### src/rtl/baccarat_dealer_if.sv
// Deck-source handshake for the baccarat dealer: the dealer raises card_req,
// the deck source answers with card_valid and a card code on card_in.
interface baccarat_dealer_if #(
    parameter int CARD_W = 4
);
    logic              card_valid;
    logic [CARD_W-1:0] card_in;
    logic              card_req;

    modport master (output card_valid, output card_in, input card_req);
    modport slave  (input card_valid, input card_in, output card_req);
endinterface

### src/rtl/baccarat_dealer.sv
// Baccarat hand controller: deals P1 D1 P2 D2 (and optional P3/D3) from the deck
// source, applies the third-card rules and registers the winner flags.
module baccarat_dealer #(
    parameter int CARD_W   = 4,
    parameter int FACE_MIN = 10
) (
    input  logic                slow_clock,
    input  logic                resetb,
    input  logic                start,
    baccarat_dealer_if.slave    deck,
    output logic [CARD_W-1:0]   pcard1,
    output logic [CARD_W-1:0]   pcard2,
    output logic [CARD_W-1:0]   pcard3,
    output logic [CARD_W-1:0]   dcard1,
    output logic [CARD_W-1:0]   dcard2,
    output logic [CARD_W-1:0]   dcard3,
    output logic [3:0]          pscore,
    output logic [3:0]          dscore,
    output logic                player_wins,
    output logic                dealer_wins,
    output logic                done
);

    typedef enum logic [3:0] {
        S_IDLE, S_DEAL_P1, S_DEAL_D1, S_DEAL_P2, S_DEAL_D2,
        S_EVAL1, S_DEAL_P3, S_EVAL2, S_DEAL_D3, S_DONE
    } state_t;

    state_t     state;
    logic       accept;
    logic       natural;
    logic [3:0] fin_dscore;

    function automatic logic [3:0] card_val(input logic [CARD_W-1:0] c);
        if (int'(c) >= FACE_MIN) return 4'd0;
        return 4'(c);
    endfunction

    function automatic logic [3:0] hand_score(input logic [CARD_W-1:0] c1,
                                              input logic [CARD_W-1:0] c2,
                                              input logic [CARD_W-1:0] c3);
        logic [4:0] sum;
        sum = {1'b0, card_val(c1)} + {1'b0, card_val(c2)} + {1'b0, card_val(c3)};
        return 4'(sum % 5'd10);
    endfunction

    // Banker third-card tableau, keyed by banker total and the player's third card value.
    function automatic logic banker_draws(input logic [3:0] b, input logic [3:0] t);
        case (b)
            4'd0, 4'd1, 4'd2: return 1'b1;
            4'd3:             return t != 4'd8;
            4'd4:             return (t >= 4'd2) && (t <= 4'd7);
            4'd5:             return (t >= 4'd4) && (t <= 4'd7);
            4'd6:             return (t >= 4'd6) && (t <= 4'd7);
            default:          return 1'b0;
        endcase
    endfunction

    assign pscore  = hand_score(pcard1, pcard2, pcard3);
    assign dscore  = hand_score(dcard1, dcard2, dcard3);
    assign natural = (pscore >= 4'd8) || (dscore >= 4'd8);
    assign accept  = deck.card_req && deck.card_valid &&
                     (deck.card_in != '0) && (int'(deck.card_in) <= 13);

    // The D3 acceptance edge must judge the hand with the card being loaded.
    assign fin_dscore = (state == S_DEAL_D3) ? hand_score(dcard1, dcard2, deck.card_in) : dscore;

    always_ff @(posedge slow_clock or negedge resetb) begin
        if (!resetb) begin
            state         <= S_IDLE;
            deck.card_req <= 1'b0;
            pcard1 <= '0; pcard2 <= '0; pcard3 <= '0;
            dcard1 <= '0; dcard2 <= '0; dcard3 <= '0;
            player_wins   <= 1'b0;
            dealer_wins   <= 1'b0;
            done          <= 1'b0;
        end else begin
            case (state)
                S_IDLE, S_DONE: if (start) begin
                    pcard1 <= '0; pcard2 <= '0; pcard3 <= '0;
                    dcard1 <= '0; dcard2 <= '0; dcard3 <= '0;
                    player_wins   <= 1'b0;
                    dealer_wins   <= 1'b0;
                    done          <= 1'b0;
                    deck.card_req <= 1'b1;
                    state         <= S_DEAL_P1;
                end
                S_DEAL_P1: if (accept) begin pcard1 <= deck.card_in; state <= S_DEAL_D1; end
                S_DEAL_D1: if (accept) begin dcard1 <= deck.card_in; state <= S_DEAL_P2; end
                S_DEAL_P2: if (accept) begin pcard2 <= deck.card_in; state <= S_DEAL_D2; end
                S_DEAL_D2: if (accept) begin
                    dcard2        <= deck.card_in;
                    deck.card_req <= 1'b0;
                    state         <= S_EVAL1;
                end
                S_EVAL1: begin
                    if (!natural && pscore <= 4'd5) begin
                        deck.card_req <= 1'b1;
                        state         <= S_DEAL_P3;
                    end else if (!natural && dscore <= 4'd5) begin
                        deck.card_req <= 1'b1;
                        state         <= S_DEAL_D3;
                    end else begin
                        done        <= 1'b1;
                        player_wins <= pscore >= fin_dscore;
                        dealer_wins <= fin_dscore >= pscore;
                        state       <= S_DONE;
                    end
                end
                S_DEAL_P3: if (accept) begin
                    pcard3        <= deck.card_in;
                    deck.card_req <= 1'b0;
                    state         <= S_EVAL2;
                end
                S_EVAL2: begin
                    if (banker_draws(dscore, card_val(pcard3))) begin
                        deck.card_req <= 1'b1;
                        state         <= S_DEAL_D3;
                    end else begin
                        done        <= 1'b1;
                        player_wins <= pscore >= fin_dscore;
                        dealer_wins <= fin_dscore >= pscore;
                        state       <= S_DONE;
                    end
                end
                S_DEAL_D3: if (accept) begin
                    dcard3        <= deck.card_in;
                    deck.card_req <= 1'b0;
                    done          <= 1'b1;
                    player_wins   <= pscore >= fin_dscore;
                    dealer_wins   <= fin_dscore >= pscore;
                    state         <= S_DONE;
                end
                default: begin
                    deck.card_req <= 1'b0;
                    state         <= S_IDLE;
                end
            endcase
        end
    end

endmodule

### src/flat_wrapper.sv
// flat-port wrapper written by rule: the top's interface ports become plain ports
module baccarat_dealer_flat 
#(
    parameter int CARD_W   = 4,
    parameter int FACE_MIN = 10
)
  (slow_clock, resetb, start, pcard1, pcard2, pcard3, dcard1, dcard2, dcard3, pscore, dscore, player_wins, dealer_wins, done, deck_card_valid, deck_card_in, deck_card_req);
  baccarat_dealer_if #(.CARD_W(CARD_W)) deck_i ();
  input  logic slow_clock;
  input  logic resetb;
  input  logic start;
  output logic [CARD_W-1:0] pcard1;
  output logic [CARD_W-1:0] pcard2;
  output logic [CARD_W-1:0] pcard3;
  output logic [CARD_W-1:0] dcard1;
  output logic [CARD_W-1:0] dcard2;
  output logic [CARD_W-1:0] dcard3;
  output logic [3:0] pscore;
  output logic [3:0] dscore;
  output logic player_wins;
  output logic dealer_wins;
  output logic done;
  input wire logic [$bits(deck_i.card_valid)-1:0] deck_card_valid;
  input wire logic [$bits(deck_i.card_in)-1:0] deck_card_in;
  output wire logic [$bits(deck_i.card_req)-1:0] deck_card_req;
  assign deck_i.card_valid = deck_card_valid;
  assign deck_i.card_in = deck_card_in;
  assign deck_card_req = deck_i.card_req;
  baccarat_dealer #(.CARD_W(CARD_W), .FACE_MIN(FACE_MIN)) u_core (.slow_clock(slow_clock), .resetb(resetb), .start(start), .deck(deck_i), .pcard1(pcard1), .pcard2(pcard2), .pcard3(pcard3), .dcard1(dcard1), .dcard2(dcard2), .dcard3(dcard3), .pscore(pscore), .dscore(dscore), .player_wins(player_wins), .dealer_wins(dealer_wins), .done(done));
endmodule
### config.mk
export PLATFORM = sky130hd
export DESIGN_NAME = baccarat_dealer_flat
export DESIGN_NICKNAME = d
export VERILOG_FILES = /design/src/rtl/baccarat_dealer_if.sv /design/src/rtl/baccarat_dealer.sv /design/src/flat_wrapper.sv
export SDC_FILE = /design/constraint.sdc
export NUM_CORES = 1
export LEC_CHECK = 0
export ABC_AREA = 1
export CORE_ASPECT_RATIO = 0.75
export CORE_MARGIN = 3
export CORE_UTILIZATION = 46
export DETAILED_ROUTE_END_ITERATION = 8
export GPL_TIMING_DRIVEN = 0
export PLACE_DENSITY = 0.7
export SETUP_SLACK_MARGIN = 0.5
export SLEW_MARGIN = 40
export SYNTH_ARGS = -nofsm -noshare
export SYNTH_HDL_FRONTEND = slang
export SYNTH_SLANG_ARGS = --single-unit
### constraint.sdc
create_clock -name slow_clock -period 4.3 [get_ports slow_clock]
set_input_delay 0.43 -clock slow_clock [delete_from_list [all_inputs] [get_ports slow_clock]]
set_output_delay 0.43 -clock slow_clock [all_outputs]
set_load 0.01 [all_outputs]
---- Yosys cells after proc, flatten, opt, wreduce, memory -nomap -nowiden ----
Cells that the tools add are included.
cells by class
  add/subtract/negate cells ............... 5
  div/mod/pow operators ................... 3
  order comparisons ....................... 18
  equal/unequal tests ..................... 29
  mux-type cells .......................... 68
  bitwise logic cells ..................... 1
  reductions and logical operators ........ 33
operators by type and width
  operator                                                            number
  2-to-1 mux 4 bit                                                    27
  one-hot mux 4 bit (2 select lines)                                  6
  greater-or-equal comparator 4 bit (second input constant)           9
  one-hot mux 4 bit (9 select lines)                                  1
  2-to-1 mux 1 bit                                                    29
  equality test 4 x 3 -> 1 bit (second input constant)                7
  AND reduction 3 bit                                                 6
  equality test 4 x 2 -> 1 bit (second input constant)                4
  != test 2 x 1 -> 1 bit (second input constant)                      8
  adder 5 x 4 -> 5 bit                                                3
  remainder unit 5 x 4 -> 5 bit (second input constant)               3
  <= comparator 4 x 3 -> 1 bit (second input constant)                3
  one-hot mux 1 bit (4 select lines)                                  3
  nonzero test 2 bit                                                  6
  adder 4 x 4 -> 5 bit                                                2
  one-hot mux 1 bit (5 select lines)                                  2
  OR reduction 3 bit                                                  3
  equality test 4 x 1 -> 1 bit (second input constant)                2
  equality test 4 bit (second input constant)                         2
  greater-or-equal comparator 4 x 3 -> 1 bit (second input constant)  2
  greater-or-equal comparator 4 bit                                   2
  logical AND 1 bit                                                   8
  zero test 4 bit                                                     2
  != test 2 bit (second input constant)                               4
  12 further kinds                                                    13
word-level totals
  bits in registers ....................... 32
  input port bits ......................... 8
  word-level logic and storage cells ...... 168

---- Longest topological paths before layout ----
Gate-level depths: netlist (run 1).
  depth in word-level cells ............... 13
  mapped depth ............................ 31

---- Worst setup path before layout (run 1) ----
Ideal clock, no wire load.
  path kind ............................... register to register
  from .................................... register u_core.pcard3[1]
  to ...................................... register u_core.player_wins
  setup time .............................. 117 ps
  arrival ................................. 4,621 ps
  setup slack ............................. -438 ps
  cell stages (with the launch flop) ...... 31
  path buffers ............................ 0
  cell sequence ........................... dfrtp_1 -> inv_1 -> a21oi_1 -> inv_1 -> nand2_1 -> inv_1 -> fa_1 -> ha_1 -> fa_1 -> xnor2_2 -> ha_1 -> inv_1 -> nand2_2 -> nand3_2 -> nand2_1 -> nand2_1 -> inv_1 -> ha_1 -> a21oi_1 -> nand3_1 -> nand2_1 -> nand2_2 -> a21boi_0 -> ha_1 -> nand2_1 -> inv_1 -> a221oi_1 -> nand2_1 -> nand2_1 -> nand3b_1 -> nand2_1
between the ends
  word-level cells in the longest chain between the ends .. 11
  elaborated cells on any way between the ends .. 34
  those cells by class .................... 1 x add/sub; 1 x div; 8 x order compare; 4 x eq/ne; 12 x mux; 8 x reduce/logical
ends and longest elaborated chain
  item                                  RTL line                                       text
  start, declared                       baccarat_dealer.sv:13                          output logic [CARD_W-1:0] pcard3,
  start signal, assigned                baccarat_dealer.sv:111                         pcard3 <= deck.card_in;
  greater-or-equal comparator 4 bit     baccarat_dealer.sv:35                          if (int'(c) >= FACE_MIN) return 4'd0;
  2-to-1 mux 1 bit                      baccarat_dealer.sv:35
  2-to-1 mux 4 bit (*)                  baccarat_dealer.sv:36                          return 4'(c);
  adder 5 x 4 -> 5 bit (*)              baccarat_dealer.sv:43                          sum = {1'b0, card_val(c1)} + {1'b0, card_val(c2)} + {1'b0, card_val(c3)};
  remainder unit 5 x 4 -> 5 bit (*)     baccarat_dealer.sv:44                          return 4'(sum % 5'd10);
  net pscore[3]                         flat_wrapper.sv:18                             output logic [3:0] pscore;
  greater-or-equal comparator 4 bit     baccarat_dealer.sv:61                          assign natural = (pscore >= 4'd8) || (dscore >= 4'd8);
  logical OR 1 bit                      baccarat_dealer.sv:61
  zero test 1 bit                       baccarat_dealer.sv:97, baccarat_dealer.sv:100
  logical AND 1 bit (on tied branches)  baccarat_dealer.sv:97, baccarat_dealer.sv:100
  != test 2 bit (no source line)        n/a
  AND reduction 6 bit (no source line)  n/a
  end signal, assigned                  baccarat_dealer.sv:105                         player_wins <= pscore >= fin_dscore;
  end signal, assigned                  baccarat_dealer.sv:121                         player_wins <= pscore >= fin_dscore;
  end signal, assigned                  baccarat_dealer.sv:130                         player_wins <= pscore >= fin_dscore;
  end, declared                         baccarat_dealer.sv:19                          output logic player_wins,
Mark *: on every way through the listed nets, which the timed path passes. The rest lies on a longest branch. The select of a mux whose other input is x is not followed.
A chain may end at the register's enable or synchronous reset.

---- Final worst setup path (run 1) ----
  from .................................... register u_core.pcard3[1]
  to ...................................... register u_core.player_wins
between the ends
  word-level cells in the longest chain between the ends .. 11
  elaborated cells on any way between the ends .. 34
  those cells by class .................... 1 x add/sub; 1 x div; 8 x order compare; 4 x eq/ne; 12 x mux; 8 x reduce/logical
ends and longest elaborated chain
  item                                                                   RTL line                                                              text
  greater-or-equal comparator 4 bit                                      baccarat_dealer.sv:35
  2-to-1 mux 1 bit                                                       baccarat_dealer.sv:35
  2-to-1 mux 4 bit or 2-to-1 mux 1 bit (tied branches)                   baccarat_dealer.sv:36, baccarat_dealer.sv:78
  adder 5 x 4 -> 5 bit or 2-to-1 mux 4 bit (tied branches)               baccarat_dealer.sv:43, baccarat_dealer.sv:36
  remainder unit 5 x 4 -> 5 bit or 2-to-1 mux 4 bit (tied branches)      baccarat_dealer.sv:44, baccarat_dealer.sv:78
  greater-or-equal comparator 4 bit, or another cell as far along        baccarat_dealer.sv:61
  logical OR 1 bit, or another cell as far along                         baccarat_dealer.sv:61
  zero test 1 bit or one-hot mux 1 bit (5 select lines) (tied branches)  baccarat_dealer.sv:97, baccarat_dealer.sv:100, baccarat_dealer.sv:49
  logical AND 1 bit, or another cell as far along                        baccarat_dealer.sv:97                                                 if (!natural && pscore <= 4'd5) begin
  != test 2 bit (no source line)                                         n/a
  AND reduction 6 bit (no source line)                                   n/a
Parallel ways exist; a longest one is shown, timed or not. The select of a mux whose other input is x is not followed.

==> qor.yml, run 1 <==
worst_setup_path:
  cp_max_fo: 4
  critical_path_class: "flip-flop to flip-flop"
  worst_setup_path_start_kind: "flip-flop"
  worst_setup_path_end_kind: "flip-flop"
  cp.arrival_ns: 4.79
  worst_path_largest_cell_delay_ns: 0.46
  most_repeated_library_cell_on_the_critical_path: "sky130_fd_sc_hd__nand2_1"
  cp.required_ns: 4.47
  slowest_stage: "sky130_fd_sc_hd__fa_1"
yosys:
  syn_inst: 460
  ys_warn_count: 0
  netlist_area_before_placement_um2: 3092
  number_of_flops_mapped_to_enable_cells_by_yosys: 0
  dominant_combinational_cell_family_by_area_after_synthesis: "simple AND/OR/NAND/NOR gates"
  ys_seq_elements: 32
  netlist-cell-type-count: 34
  synth_sequential_area_ratio: 0.2590
  synth_mux_area_frac: 0
  synth_xor_xnor_area_share: 0.02226
  postSynthNetCount: 501
  syn-mean-instance-area_um2: 6.721
  yosys.area_share.simple: 0.3051
  synth_adder_area_share: 0.1530
  async_reset_ff_frac: 1.000
  synth_flop_cell: "sky130_fd_sc_hd__dfrtp_1"
  synth_compound_area_frac: 0.1441
routing:
  route.antenna.remaining_nets: 0
  drt-vias-per-instance: 5.342
  detail_route.first_pass.iterations: 5
  vias: 3424
  finalWirelength_um: 9817
  drc: 0
  detail_route.wl_per_cell_um: 15.32
  initialDrtViolationCount: 220
timing:
  fin_skew_ns: 0.009523
  tightestPinTransition_ns: 0.6575
  timing.final.crit_share: 1.073
  final_max_slew_viol_count: 0
  final-hold-violation-count: 0
  max_clock_freq_mhz: 216.7
  rsz0062_at_grt: "yes"
  final-setup-viol-count: 3
  worst_slew_margin_rel: 0.5597
  final_min_period_ns: 4.615
  final.hold.worst_slack_ns: 0.05891
  layout_setup_ws_ns: -0.3152
cts:
  cts_tree: "done"
  clock_tree.root_cell: "sky130_fd_sc_hd__clkbuf_8"
  cts_hold_repair.buffers: 0
  clk_pin_slew_ns: 0.06
  cts_max_level: 2
  tritoncts.num_buffers: 5
  clkLatencyLatePin_ns: 0.29
  cts_num_sinks: 32
  cts-root-to-sink-buffers: 2
die:
  io_pins: 44
  row_count: 25
  die_x_extent_um: 100.7
  fp.dieH_um: 77
  core_area_um2: 6412
  effective_utilization_at_floorplan: 0.4821
  die-area_um2: 7751
place:
  finalWeightedCongestion: 0.9594
  post_dp_cell_area_um2: 3729
  numPlacedInstances: 585
  place_hpwl_um: 6707
  place.port_buffers: 43
run_status:
  result_of_the_run: "finished with violations"
  failed_checks: "setup timing"
grt:
  antenna_violations_before_repair: 0
  global_route_wire_length_before_repair_um: 15050
  largest_net_degree_at_the_start_of_global_routing: 19
  grt.total_usage: 0.2429
  first_global_vias: 3223
  globalRoute.totalOverflow: 0
job:
  cap_violations: 0
pwr:
  clockPowerShare: 0.077
  internal_power_uw: 2048
  fin_total_pwr_uw: 4134
  power.switching_uw: 2086
  static-leakage-power_uw: 0.002287
  comb_power_share: 0.812
  worst_ir_drop_vdd_mv: 0.5588
  cellPowerDensity_nw_per_um2: 900.3
  share_of_power_burned_in_registers: 0.110
  switching_share: 0.5045
layout:
  area_growth_pct: 48.52
  final_core_utilization: 0.7161
  layout-drive-gt1-share: 0.2964
  most-common-layout-cells: "sky130_fd_sc_hd__nand2_1 (78), sky130_fd_sc_hd__inv_1 (76), sky130_fd_sc_hd__nor2_1 (45)"
  final_nets: 600
  antennaDiodeCount: 0
  final_common_cell: "sky130_fd_sc_hd__nand2_1"
  layout.cells.non_filler: 641
  final_area_um2: 4592
min_path:
  min_path_type: "input port to asynchronous set/reset pin"
[final timing paths]
path | start | end | slack (ns) | depth (start not counted)
max | u_core.pcard3[1] | u_core.player_wins | -0.32 | 29
min | resetb | u_core.pcard1[0] | 0.06 | 1
max reg2reg | u_core.pcard3[1] | u_core.player_wins | -0.32 | 29
min reg2reg | u_core.dealer_wins | u_core.dealer_wins | 0.47 | 2
max in group asynchronous | resetb | u_core.pcard1[3] | 3.82 | 2
min in group slow_clock | u_core.dealer_wins | u_core.dealer_wins | 0.47 | 2
[stage by stage]
step	setup slack [ns]	TNS, ns
after floorplan	0.02343	0
after detailed placement	-0.6628	-1.759
after global routing	-0.5951	-2.404
after CTS	-0.1412	-0.2775
final	-0.3152	-0.7507
after global placement	-0.5082	-1.132
[cells in the mapped netlist, types with 7 or more instances]
| master | instances | area (µm²) |
|---|---|---|
| sky130_fd_sc_hd__a21oi_1 | 14 | 70.07 |
| sky130_fd_sc_hd__nor2_1 | 48 | 180.2 |
| sky130_fd_sc_hd__nand3_1 | 41 | 205.2 |
| sky130_fd_sc_hd__fa_1 | 8 | 160.2 |
| sky130_fd_sc_hd__o21ai_0 | 24 | 120.1 |
| sky130_fd_sc_hd__nand4_1 | 7 | 43.79 |
| sky130_fd_sc_hd__inv_1 | 91 | 341.6 |
| sky130_fd_sc_hd__o22ai_1 | 8 | 50.05 |
| sky130_fd_sc_hd__dfrtp_1 | 32 | 800.8 |
| sky130_fd_sc_hd__ha_1 | 25 | 312.8 |
| sky130_fd_sc_hd__nand2_1 | 102 | 382.9 |
| sky130_fd_sc_hd__o31ai_1 | 13 | 97.59 |
| sky130_fd_sc_hd__nor3_1 | 8 | 40.04 |
[registers in the layout, indices dropped and copies added (netlist names)]
register / count
u_core.pcard2: 4
u_core.dealer_wins: 1
u_core.pcard3: 4
u_core.dcard2: 4
u_core.player_wins: 1
u_core.dcard1: 4
u_core.state: 4
u_core.done: 1
u_core.deck.card_req: 1
u_core.dcard3: 4
u_core.pcard1: 4
[power groups by stage]
stage	sequential (µW)	clock, µW	combinational, µW
2_1_floorplan	478	0	1590
3_3_place_gp	463	0	2220
3_5_place_dp	463	0	2310
4_1_cts	447	324	2800
5_1_grt	470	338	3650
6_report	456	320	3360
[worst max-delay path, delay by kind of cell (launching register included)]
kind,cells,cell delay [ns]
buffers and inverters,6,0.48
DFF,1,0.39
and+or+nand+nor,14,1.39
xor gates and xnor gates,1,0.16
AOI/OAI and AO/OA,2,0.38
adders and majority gates,6,1.72
[layout make-up]
class,instances,area (µm²)
buffer,1,3.754
timing repair buffer,92,838.3
inverter,95,356.6
clock inverter,1,30.03
clock buffer,7,96.34
fill,500,1821
tap,81,101.3
sequential,32,800.8
multi-input combinational,332,2365
[logic make-up after synthesis]
kind of cell	Yosys count
and+or+nand+nor	218
adders and majority gates	33
xor gates and xnor gates	7
buffers and inverters	96
DFF	32
AOI/OAI and AO/OA	74
[layer usage]
metal / share of wire / track usage / vias to the layer above
met5: 0 / 0 / -
met4: 0.020 / 0.08345 / 0
met3: 0.055 / 0.03545 / 17
met2: 0.48 / 0.3922 / 112
met1: 0.44 / 0.3307 / 1611
li1: - / - / 1684
[timing repair]
| action | in CTS | in global routing |
|---|---|---|
| setup buffers | 34 | 14 |
| gates resized for setup | 72 | 56 |
| pin swaps | 28 | 22 |
| endpoints found under the setup margin | 14 | 14 |
| endpoints found under the hold margin | 0 | 0 |
Power figures use the tool's default switching activity.
==> run 2, diff against run 1 <==
--- a/config.mk
+++ b/config.mk
@@ -6,6 +6,7 @@
 export NUM_CORES = 1
 export LEC_CHECK = 0
 export ABC_AREA = 1
+export CAP_MARGIN = 20
 export CORE_ASPECT_RATIO = 0.75
 export CORE_MARGIN = 3
 export CORE_UTILIZATION = 46
==> results of run 2 <==
Final layout, timing and power as in run 1 (identical DEF).
